==> config.mk <==
export PLATFORM = sky130hd
export DESIGN_NAME = instr_sequencer
export DESIGN_NICKNAME = d
export VERILOG_FILES = /design/src/rtl/instr_sequencer.sv
export SDC_FILE = /design/constraint.sdc
export NUM_CORES = 1
export LEC_CHECK = 0
export CORE_MARGIN = 1.5
export CORE_UTILIZATION = 54
export CTS_BUF_LIST = sky130_fd_sc_hd__clkbuf_16
export DETAILED_ROUTE_END_ITERATION = 10
export GPL_TIMING_DRIVEN = 1
export PLACE_DENSITY_LB_ADDON = 0.08
export SKIP_CTS_REPAIR_TIMING = 1
export SYNTH_ARGS = -nofsm -noshare
export SYNTH_HDL_FRONTEND = slang
export SYNTH_SLANG_ARGS = --single-unit
==> constraint.sdc <==
create_clock -name Clk -period 4.2 [get_ports Clk]
set_clock_uncertainty 0.1 [all_clocks]
set_input_delay 0.63 -clock Clk [delete_from_list [all_inputs] [get_ports Clk]]
set_output_delay 0.63 -clock Clk [all_outputs]
set_load 0.01 [all_outputs]
==> src/rtl/instr_sequencer.sv <==
// Fetch/decode/execute sequencer: owns PC and IR and drives datapath control fields.
// Optional build macro SEQ_STEP_EN: FETCH waits for a step pulse before each instruction.
module instr_sequencer #(
    parameter logic [7:0] PC_RESET = 8'h00,
    parameter int         WAIT_MAX = 15
) (
    input  logic       Clk,
    input  logic       Rst,
    input  logic [8:0] ms_m,
    input  logic       mem_ack,
    input  logic [2:0] band,
    input  logic       step,
    output logic       mem_req,
    output logic [7:0] Address_Instruction_Bus,
    output logic [2:0] fun,
    output logic [5:0] b_sel,
    output logic [2:0] c_sel,
    output logic       LE_sel,
    output logic [1:0] outbus,
    output logic       halted,
    output logic       fault
);

    // state      | meaning
    // S_FETCH    | present PC, clear wait counter
    // S_FETCH_WAIT | request held until mem_ack or timeout
    // S_DECODE   | IR fields settle, controls idle
    // S_EXEC     | drive ALU/bus controls, resolve OUT/JZ/HALT
    // S_WB       | one-cycle register-file write
    // S_HALT     | stopped until Rst
    typedef enum logic [2:0] {
        S_FETCH, S_FETCH_WAIT, S_DECODE, S_EXEC, S_WB, S_HALT
    } state_t;

    localparam logic [2:0] OP_IN   = 3'b100;
    localparam logic [2:0] OP_OUT  = 3'b101;
    localparam logic [2:0] OP_JZ   = 3'b110;
    localparam logic [2:0] OP_HALT = 3'b111;
    localparam logic [7:0] LP_WAIT_LAST = 8'(WAIT_MAX - 1);

    state_t     r_state, w_state_nxt;
    logic [7:0] r_pc, w_pc_nxt;
    logic [8:0] r_ir, w_ir_nxt;
    logic [7:0] r_cnt, w_cnt_nxt;
    logic       r_fault, w_fault_nxt;

    logic       r_mem_req, w_mem_req;
    logic [2:0] r_fun, w_fun;
    logic [5:0] r_b_sel, w_b_sel;
    logic [2:0] r_c_sel, w_c_sel;
    logic       r_le_sel, w_le_sel;
    logic [1:0] r_outbus, w_outbus;
    logic       r_halted, w_halted;

    logic [2:0] w_op, w_ra, w_rb;
    logic       w_unused;

    assign w_op = r_ir[8:6];
    assign w_ra = r_ir[5:3];
    assign w_rb = r_ir[2:0];

`ifdef SEQ_STEP_EN
    assign w_unused = ^band[2:1];
`else
    assign w_unused = ^{step, band[2:1]};
`endif

    always_comb begin
        w_state_nxt = r_state;
        w_pc_nxt    = r_pc;
        w_ir_nxt    = r_ir;
        w_cnt_nxt   = r_cnt;
        w_fault_nxt = r_fault;
        case (r_state)
            S_FETCH: begin
                w_cnt_nxt = '0;
`ifdef SEQ_STEP_EN
                if (step) w_state_nxt = S_FETCH_WAIT;
`else
                w_state_nxt = S_FETCH_WAIT;
`endif
            end
            S_FETCH_WAIT: begin
                if (mem_ack) begin
                    w_ir_nxt    = ms_m;
                    w_pc_nxt    = r_pc + 8'd1;
                    w_state_nxt = S_DECODE;
                end else begin
                    w_cnt_nxt = r_cnt + 8'd1;
                    if (r_cnt == LP_WAIT_LAST) begin
                        w_fault_nxt = 1'b1;
                        w_state_nxt = S_HALT;
                    end
                end
            end
            S_DECODE: w_state_nxt = S_EXEC;
            S_EXEC: begin
                case (w_op)
                    OP_OUT:  w_state_nxt = S_FETCH;
                    OP_JZ: begin
                        if (band[0]) w_pc_nxt = {2'b00, w_ra, w_rb};
                        w_state_nxt = S_FETCH;
                    end
                    OP_HALT: w_state_nxt = S_HALT;
                    default: w_state_nxt = S_WB;
                endcase
            end
            S_WB:    w_state_nxt = S_FETCH;
            S_HALT:  w_state_nxt = S_HALT;
            default: w_state_nxt = S_FETCH;
        endcase

        // Outputs are decoded from the state being entered so they register cleanly.
        w_mem_req = 1'b0;
        w_fun     = 3'b000;
        w_b_sel   = 6'b000000;
        w_c_sel   = 3'b000;
        w_le_sel  = 1'b0;
        w_outbus  = 2'b11;
        w_halted  = 1'b0;
        case (w_state_nxt)
`ifdef SEQ_STEP_EN
            S_FETCH:      w_mem_req = 1'b0;
`else
            S_FETCH:      w_mem_req = 1'b1;
`endif
            S_FETCH_WAIT: w_mem_req = 1'b1;
            S_HALT:       w_halted  = 1'b1;
            S_EXEC, S_WB: begin
                if (!w_op[2]) begin
                    w_fun    = w_op;
                    w_b_sel  = {w_ra, w_rb};
                    w_outbus = 2'b00;
                end else if (w_op == OP_IN) begin
                    w_outbus = 2'b01;
                    w_c_sel  = w_ra;
                end else if (w_op == OP_OUT) begin
                    w_b_sel  = {w_ra, 3'b000};
                    w_outbus = 2'b10;
                end
                if (w_state_nxt == S_WB) begin
                    w_le_sel = 1'b1;
                    w_c_sel  = w_ra;
                end
            end
            default: ;
        endcase
    end

    always_ff @(posedge Clk) begin
        if (Rst) begin
            r_state  <= S_FETCH;
            r_pc     <= PC_RESET;
            r_ir     <= '0;
            r_cnt    <= '0;
            r_fault  <= 1'b0;
            r_mem_req <= 1'b0;
            r_fun    <= 3'b000;
            r_b_sel  <= 6'b000000;
            r_c_sel  <= 3'b000;
            r_le_sel <= 1'b0;
            r_outbus <= 2'b11;
            r_halted <= 1'b0;
        end else begin
            r_state  <= w_state_nxt;
            r_pc     <= w_pc_nxt;
            r_ir     <= w_ir_nxt;
            r_cnt    <= w_cnt_nxt;
            r_fault  <= w_fault_nxt;
            r_mem_req <= w_mem_req;
            r_fun    <= w_fun;
            r_b_sel  <= w_b_sel;
            r_c_sel  <= w_c_sel;
            r_le_sel <= w_le_sel;
            r_outbus <= w_outbus;
            r_halted <= w_halted;
        end
    end

    assign mem_req                 = r_mem_req;
    assign Address_Instruction_Bus = r_pc;
    assign fun                     = r_fun;
    assign b_sel                   = r_b_sel;
    assign c_sel                   = r_c_sel;
    assign LE_sel                  = r_le_sel;
    assign outbus                  = r_outbus;
    assign halted                  = r_halted;
    assign fault                   = r_fault;

endmodule
### After elaboration in Yosys (flattened, before gate mapping)

Cells that the tools add are included.

| operators by class | value |
|---|---|
| add/sub/neg operators | 2 |
| multiply operators | 0 |
| div/mod/pow operators | 0 |
| magnitude comparators | 0 |
| equality and inequality tests | 17 |
| shifts and indexed selects | 0 |
| muxes and demuxes | 22 |
| bitwise logic cells | 2 |
| reduce and logical (&&, ||, !) cells | 13 |

Operator list:

| cell | number |
|---|---|
| 8-bit two-way mux | 4 |
| 8-bit one-hot mux with 2 select lines | 2 |
| 3-bit == test, second input constant | 7 |
| 6-bit two-way mux | 3 |
| 8-bit by 1-bit adder with 8-bit output, second input constant | 2 |
| 3-bit two-way mux | 5 |
| 3-bit one-hot mux with 5 select lines | 1 |
| 3-bit by 2-bit == test with 1-bit output, second input constant | 3 |
| 8-bit by 4-bit == test with 1-bit output, second input constant | 1 |
| 2-bit != test, second input constant | 4 |
| 2-bit OR reduction | 4 |
| 3-bit by 1-bit == test with 1-bit output, second input constant | 2 |
| 3-bit logical NOT | 2 |
| 3-bit one-hot mux with 2 select lines | 1 |
| 1-bit two-way mux | 4 |
| 2-bit two-way mux | 2 |
| 2-bit AND reduction | 2 |
| 4-bit AND reduction | 1 |
| 2-bit nonzero test | 2 |
| 3-bit AND reduction | 1 |
| 3-bit OR reduction | 1 |
| 1-bit NOT | 2 |

| word-level totals | value |
|---|---|
| bits in registers | 46 |
| latch bits | 0 |
| RAM bits | 0 |
| memory bits (read-only) | 0 |
| input port bits | 16 |
| output and inout port bits | 26 |
| logic and storage cells | 69 |
| memories | 0 |

### Logic depth before layout (Yosys ltp)

| logic depth | value |
|---|---|
| word-level depth | 8 |
| gate-level depth with buffers | 7 |
| depth with buffers taken out | 5 |

### Least setup slack after synthesis

Ideal clock, no wire load.

| timing | value |
|---|---|
| kind | input -> register |
| start | in mem_ack |
| end | reg r_outbus[0], in the netlist outbus[0] |
| data arrival time | 1.808 ns |
| required time | 3.978 ns |
| slack | 2.170 ns |
| cell stages on the path | 5 |
| cell sequence | nor4b_4 nand4_1 a211o_1 buf_6 a221o_1 |

| between the ends | value |
|---|---|
| cells in the longest elaborated chain, start to end | 6 |
| elaborated cells between the ends (all ways) | 7 |
| those cells by class | eq/ne: 2; mux: 2; bitwise: 1; reduce/logical: 2 |

RTL lines:

| what | line | text |
|---|---|---|
| start: declaration | 10 | `input logic mem_ack,` |
| 3-bit two-way mux (*) | 84 | `if (mem_ack) begin` |
| 3-bit one-hot mux with 5 select lines (*) | 74 | `case (r_state)` |
| 3-bit == test or 3-bit by 2-bit == test with 1-bit output (tied branches) | 121 | `case (w_state_nxt)` |
| 2-bit OR reduction (*) | 121 |  |
| 1-bit NOT (no source line) (*) | -- |  |
| 2-bit OR reduction (no source line) (*) | -- |  |
| end signal: assignment | 175 | `r_outbus <= w_outbus;` |
| end: declaration | 52 | `logic [1:0] r_outbus, w_outbus;` |

Every way passes the cells marked *; elsewhere a longest branch is shown, timed or not.
A chain may end at the register's enable or synchronous reset.

### Final worst setup path

| timing | value |
|---|---|
| start | in mem_ack |
| end | reg r_fun[1], in the netlist fun[1] |

| between the ends | value |
|---|---|
| cells in the longest elaborated chain, start to end | 6 |
| elaborated cells between the ends (all ways) | 7 |
| those cells by class | eq/ne: 2; mux: 2; bitwise: 1; reduce/logical: 2 |

RTL lines:

| what | line | text |
|---|---|---|
| 3-bit two-way mux (*) | 84 |  |
| 3-bit one-hot mux with 5 select lines (*) | 74 |  |
| 3-bit == test or 3-bit by 2-bit == test with 1-bit output (tied branches) | 121 |  |
| 2-bit OR reduction (*) | 121 |  |
| 1-bit NOT (no source line) (*) | -- |  |
| 3-bit OR reduction (no source line) (*) | -- |  |
| end signal: assignment | 171 | `r_fun <= w_fun;` |
| end: declaration | 48 | `logic [2:0] r_fun, w_fun;` |

Marked as above.

==> flow_summary_export.csv <==
group,metric,value,unit
synth,synth-main-ff-cell,"sky130_fd_sc_hd__dfxtp_1",
final_layout,num-nets-final,284,
routing,finalWirelength,4045,um
cts,max-clock-path-buffers,2,
setup_path,r2r_cells,4,
power,p_leak,0.8578,nW
placement,place_congestion,0.7644,
cts,cts.htree.levels,2,
synth,synth.lib_cells_used.distinct,49,
final_layout,layout-drive-gt1-share,0.05639,
routing,number_of_drc_markers_in_iteration_0,101,
sta,hold_violations,0,
routing,routed_via_density,5.481,
setup_path,ff_to_ff_end,"fun[1]$_SDFF_PP0_",
final_layout,area_delta_synth_final,26.34,%
synth,synth_area_leaders,"sky130_fd_sc_hd__dfxtp_1 (44%), sky130_fd_sc_hd__a21oi_1 (6.6%), sky130_fd_sc_hd__nand2_1 (4.4%)",
final_layout,antenna_cells,0,
sta,slew_viol_final,0,
routing,drt_drc_violations_left,0,
cts,tritoncts,"yes",
setup_path,critPathLaunchType,"input pin",
global_route,vias_in_the_first_global_route,1595,
cts,worst_skew_pair.late_latency,280,ps
power,fin_total_pwr,0.0009781,W
min_path,hold_path_startpoint,"fault$_SDFFE_PP0P_",
die,io-pin-count,42,
global_route,groute.usage.overall,0.2182,
setup_path,critical_path_endpoint_category,"flop",
global_route,overflow_left_after_global_routing,0,
cts,clock_tree.root_cell,"sky130_fd_sc_hd__clkbuf_16",
synth,number_of_flops_mapped_to_enable_cells_by_yosys,0,
routing,route.vias.total,1721,
sta,finalSetupViolations,0,
run_status,status,"finished, final reports clean",
die,chipHeight,64.57,um
placement,hpwlAfterDp,2769,um
setup_path,endpoint_arrival_time_on_the_critical_path,2660,ps
synth,mappedNetlistArea,2047,sq um
sta,maxClockFrequency,0.3848,GHz
synth,synth_register_bits,45,
synth,synth.most_common_cell,"sky130_fd_sc_hd__dfxtp_1",
sta,min_period,2599,ps
sta,worst_slew_pin_slew,813.9,ps
setup_path,r2r-start,"r_state[0]$_SDFF_PP0_",
min_path,holdCritPathClass,"reg -> reg",
sta,fin_tns_setup,0,ps
sta,unrepaired_setup_endpoints_after_global_routing,"no",
power,worst_case_vdd_ir_drop,0.2562,mV
routing,drtPass1Iterations,4,
synth,netlist.top_cell.by_area,"sky130_fd_sc_hd__dfxtp_1",
cts,numClockSinks,45,
routing,antenna_left,0,
sta,final_min_period_over_clock_period,0.6188,
sta,worst_hold_slack,348.2,ps
power,power.clock.fraction,0.451,
sta,timing.max_slew.rel_slack,0.4541,
setup_path,rrSetupSlack,1890,ps
synth,synthCells,235,
power,pwr_density_cell,378.2,nW/um^2
min_path,holdPathEnd,"fault$_SDFFE_PP0P_",
placement,io_buffers,37,
global_route,antenna_violations_before_repair,0,
die,core_area,3661,sq um
synth,synth_top_cell_area_share,0.4401,
synth,yosysWarningCount,0,
power,combinational_fraction_of_design_power,0.085,
die,placement_rows,22,
power,power_report.internal_total,0.0007589,W
synth,post_synth.cell_area_avg,8.710,sq um
cts,cts_buffers,5,
synth,synth_commonest_cells,"sky130_fd_sc_hd__dfxtp_1 (45), sky130_fd_sc_hd__a21oi_1 (27), sky130_fd_sc_hd__nand2_1 (24), sky130_fd_sc_hd__nor2_1 (17)",
power,seq_power_share,0.464,
synth,synthesis.nets,254,
global_route,maximum_number_of_pins_on_one_net_before_global_route_repair,41,
cts,cts.reportedPaths.clkPinSlew,60,ps
die,initial_utilization,0.5591,
synth,ys_seq_area_frac,0.4401,
routing,wire_per_inst,12.88,um
setup_path,path_class,"in -> reg",
power,p_switching,0.0002191,W
power,power_switching_share,0.2241,
die,die_x,64.57,um
setup_path,timing.critical_path.required,4260,ps
die,dieArea,4169,sq um
flow_run,cap_viol_max_count,0,
synth,synth_async_sr_flop_share,0,
min_path,holdPathStages,2,
setup_path,critical_path_peak_fanout,13,
global_route,grt_pass1_wl,7093,um
==> how the worst max path moves through the flow <==
stage,startpoint,slack (ps),to,depth (start not counted)
floorplan,mem_ack,2170,outbus[0]$_SDFF_PP1_,5
global route,mem_ack,1330,fun[1]$_SDFF_PP0_,5
global placement,mem_ack,1340,fun[1]$_SDFF_PP0_,5
finish,mem_ack,1600,fun[1]$_SDFF_PP0_,5
CTS,mem_ack,1580,fun[1]$_SDFF_PP0_,5
detailed placement,mem_ack,1290,fun[1]$_SDFF_PP0_,5
==> metal layers <==
metal,track usage,vias to the layer above,routed length [um]
met5,0,-,0
li1,-,876,-
met4,0.08245,0,63
met1,0.2745,803,1884
met2,0.3516,35,1908
met3,0.06771,7,188
==> area by class of cell <==
cell class / count / area (sq um)
inverters: 9 / 33.78
clock buffers: 5 / 125.1
clock inverters: 3 / 46.29
fillers: 292 / 1075
multi-input cells: 166 / 1042
repair buffers: 38 / 377.9
well taps: 48 / 60.06
flip-flops and latches: 45 / 900.9
==> logic make-up (layout without fill, tap and decap cells) <==
logic type                 count (synthesis)  after routing  synth area share
buffers and inverters                     24             55           0.05073
AOI/OAI and AO/OA                         56             56            0.1883
other                                      1              1          0.001832
and+or+nand+nor                           97             97            0.2616
xor gates and xnor gates                   8              8           0.03423
DFF                                       45             45            0.4401
adders and majority gates                  3              3           0.01834
muxes                                      1              1          0.004890
==> sequential cells by signal (all words and copies together), names as in the netlist, 2 cells and up <==
| register | count |
|---|---|
| r_ir | 9 |
| fun | 2 |
| outbus | 2 |
| r_cnt | 8 |
| Address_Instruction_Bus | 8 |
| r_state | 3 |
| b_sel | 6 |
| c_sel | 3 |
==> layout by cell type (no fill, tap or decap), types with 6 or more instances in the layout <==
cell / instances
sky130_fd_sc_hd__dfxtp_1: 45
sky130_fd_sc_hd__clkdlybuf4s50_1: 37
sky130_fd_sc_hd__a21oi_1: 27
sky130_fd_sc_hd__nand2_1: 24
sky130_fd_sc_hd__nor2_1: 17
sky130_fd_sc_hd__nand2b_1: 11
sky130_fd_sc_hd__o21ai_0: 10
sky130_fd_sc_hd__inv_1: 9
sky130_fd_sc_hd__nand3_1: 7
sky130_fd_sc_hd__xor2_1: 7
sky130_fd_sc_hd__nor3b_1: 6
==> metrics by stage <==
step	instance area, sq um	std cells	worst slack, ps	util
finish	2586	314	1601	0.7064
global route	2586	314	1333	0.7064
floorplan	2047	235	2170	-
detailed placement	2415	306	1291	0.6596
CTS	2586	314	1576	0.7064
global placement	2415	306	1345	0.6596
==> power groups by stage <==
stage	sequential, W	clock (W)	combinational [W]
2_1_floorplan	0.000458	0	0.0000577
3_3_place_gp	0.000463	0	0.0000821
3_5_place_dp	0.000464	0	0.0000830
4_1_cts	0.000454	0.000450	0.0000839
5_1_grt	0.000456	0.000467	0.0000935
6_report	0.000454	0.000441	0.0000832
==> worst max-delay path: stages <==
cell and delay, ps:
sky130_fd_sc_hd__clkdlybuf4s50_1 510, sky130_fd_sc_hd__nor4b_4 300, sky130_fd_sc_hd__nand4_1 200, sky130_fd_sc_hd__a211o_1 540
sky130_fd_sc_hd__a2111oi_0 470
(Power assumes the default switching activity.)
==> patch (same settings) <==
Put one more register stage on the output `fault`, cleared by the reset. The value now appears one clock later. The other outputs are not delayed to match.
--- a/src/rtl/instr_sequencer.sv
+++ b/src/rtl/instr_sequencer.sv
@@ -187,3 +187,9 @@
     assign halted                  = r_halted;
-    assign fault                   = r_fault;
+    always_ff @(posedge Clk) begin
+        if (Rst) begin
+            fault <= '0;
+        end else begin
+            fault <= r_fault;
+        end
+    end
 
Behaviour: same outputs for any inputs over 10 cycles, from zero or initial values and one cycle with Rst high; that may be too few to reach the edited logic, so the function may still have changed.
==> patch against the unedited design <==
Worst setup slack improved by 190 ps. Total power is 5.2% lower. Final area down 3.4%. Synthesized cell count fell by 6.0%. Sequential share of layout area rose by 2.0 points. Fmax is 7.9% higher. Utilization increased by 1.9 points. Sequential cell count grew 1. Area after synthesis is 2.7% lower. Routed wire length is 5.4% lower. Sequential power rose by 1%. Register-to-register slack gained 220 ps. Count of clock-buffer cells in the layout did not move.
==> patch: results (changes against the unedited design) <==
Run status
  – Status: complete, no violations (unchanged)

Synth
  – Top_reg_cell synth: dfxtp_1 (unchanged)
  – Area contributors post-synth: dfxtp_1 (46%), a21oi_1 (5.3%), nand2_1 (5.1%), and2_1 (3.8%), nor2_1 (3.2%) (was dfxtp_1 (44%), a21oi_1 (6.6%), nand2_1 (4.4%), nand2b_1 (3.4%), nor2_1 (3.1%))
  – Library cells used by synthesis: 48 (was 49)
  – Post-Syn Nets: 240 (was 254)
  – Commonest cells post-synth: dfxtp_1 (46), nand2_1 (27), a21oi_1 (21) (was dfxtp_1 (45), a21oi_1 (27), nand2_1 (24))
  – Ys async rst share: 0 (unchanged)
  – Yosys warning total: 0 (unchanged)
  – Sequential share of the synthesized area: 0.4623 (was 0.4401)

Placed design
  – Placed inst area: 0.002350 mm² (was 0.002415 mm²)
  – DPL Wire Length: 2575 µm (was 2769 µm)
  – I/O Buffers: 37 (unchanged)
  – Routability cong.: 0.8016 (was 0.7644)

Worst setup path
  – Flop2flop setup slack: 2110 ps (was 1890 ps)
  – Maximum fanout along the worst path: 12 (was 13)
  – Critical path arrival: 2520 ps (was 2660 ps)
  – RR Endpoint: Address_Instruction_Bus[4] (was fun[1])
  – FF-to-FF path depth: 4 (unchanged)
  – Setup crit start: mem_ack (unchanged)
  – RR Startpoint: r_state[2] (was r_state[0])
  – Worst Setup EP: Address_Instruction_Bus[4] (was fun[1])

Clocking
  – Inserted Clock Buffers: 5 (unchanged)
  – Clk slew on worst S/H paths: around 70 ps
  – Longest Clk Path Bufs: 2 (unchanged)
  – Root Buffer: clkbuf_16 (unchanged)
  – Htree depth: 2 (unchanged)
  – Worst-Skew Late Latency: a little under 300 ps

Global routing
  – First-pass GRT wire length: 6603 µm (was 7093 µm)
  – Vias in the first global route: 1411 (was 1595)
  – GRT Total Usage: 0.2103 (was 0.2182)
  – Largest net degree at the start of global routing: 29 (was 41)
  – Initial antenna violation count: 0 (unchanged)

Min path
  – WHS Path Cells: 2 (unchanged)
  – Worst min path class: register to register (unchanged)

Finish
  – Register with the most flip-flops: r_ir (unchanged)
  – Layout cells sized above 1: 0.08594 (was 0.05639)
  – Antenna Cells: 0 (unchanged)
  – Max reg flops: 9 (unchanged)
  – Nets@finish: 274 (was 284)

Detailed routing
  – Routed vias/inst: 5.159 (was 5.481)
  – Final Routed Wirelength: 3826 µm (was 4045 µm)
  – DR pass1 iterations: 4 (unchanged)
  – Drt first-iter violations: 74 (was 101)

Power
  – VDD IR max: 0.2635 mV (was 0.2562 mV)
  – Lkg Pwr: 0.0008795 µW (was 0.0008578 µW)

Timing
  – Slew Limit Headroom: 0.6099 (was 0.4541)
  – Setup TNS: 0 ps (unchanged)
==> patch: cell types whose count changed in the layout (fill, tap and decap cells not counted), moves of 4 or more <==
cell,change
a21oi_1,-6
and2_1,+7
nand2b_1,-7
nor3b_1,-4
==> patch: worst min path at each step <==
| stage | from | endpoint | slack (ps) |
|---|---|---|---|
| after floorplan | r_fault | fault | 320 |
| after global placement | r_fault | fault | 330 |
| after detailed placement | r_fault | fault | 340 |
| after CTS | r_fault | fault | 350 |
| after global routing | r_fault | fault | 380 |
| final | r_fault | fault | 340 |
==> patch: kinds of logic (layout without fill, tap and decap cells) <==
kind of cell,Yosys count,after routing,share of synthesized area
simple gates,101,101,0.2883
flops,46,46,0.4623
compound gates,41,41,0.1225
buf+inv,17,52,0.05024
xor+xnor,9,9,0.03958
fa+ha+maj,3,3,0.01885
mux,3,3,0.01633
other cells,1,1,0.001883
==> patch: metal layers <==
metal | routed length (µm) | global-route usage | up-vias
li1 | - | - | 819
met1 | 1884 | 0.2775 | 692
met2 | 1687 | 0.3211 | 40
met3 | 203 | 0.07746 | 7
met4 | 51 | 0.06522 | 0
met5 | 0 | 0 | -
==> patch: stage by stage <==
step                      std cells  worst slack (ps)  utilization  power, µW
after floorplan                 221              2556            -      517.6
after global placement          294              1551       0.6827      542.9
after detailed placement        294              1532       0.6827      543.8
after CTS                       302              1821       0.7259      932.3
after global routing            302              1648       0.7259      968.1
final                           302              1792       0.7259      927.7
==> patch: area by class of cell <==
class                           instances  area, µm²
Inverter                                6      22.52
Clock buffer                            5      125.1
Fill cell                             269      943.4
Clock inverter                          3      23.77
Multi-Input combinational cell        158      970.9
Sequential cell                        46      920.9
Timing Repair Buffer                   38      377.9
Tap cell                               46      57.56
==> patch: power by group <==
part / internal [µW] / switching (µW)
clock network: 222 / 171
registers: 446 / 14.1
logic: 36.5 / 37.1
total: 705 / 223
==> patch: worst max-delay path: stages <==
cell	delay [ps]
clkdlybuf4s50_1	570
and4bb_2	430
a41oi_2	520
o21ai_0	200
a21oi_1	170
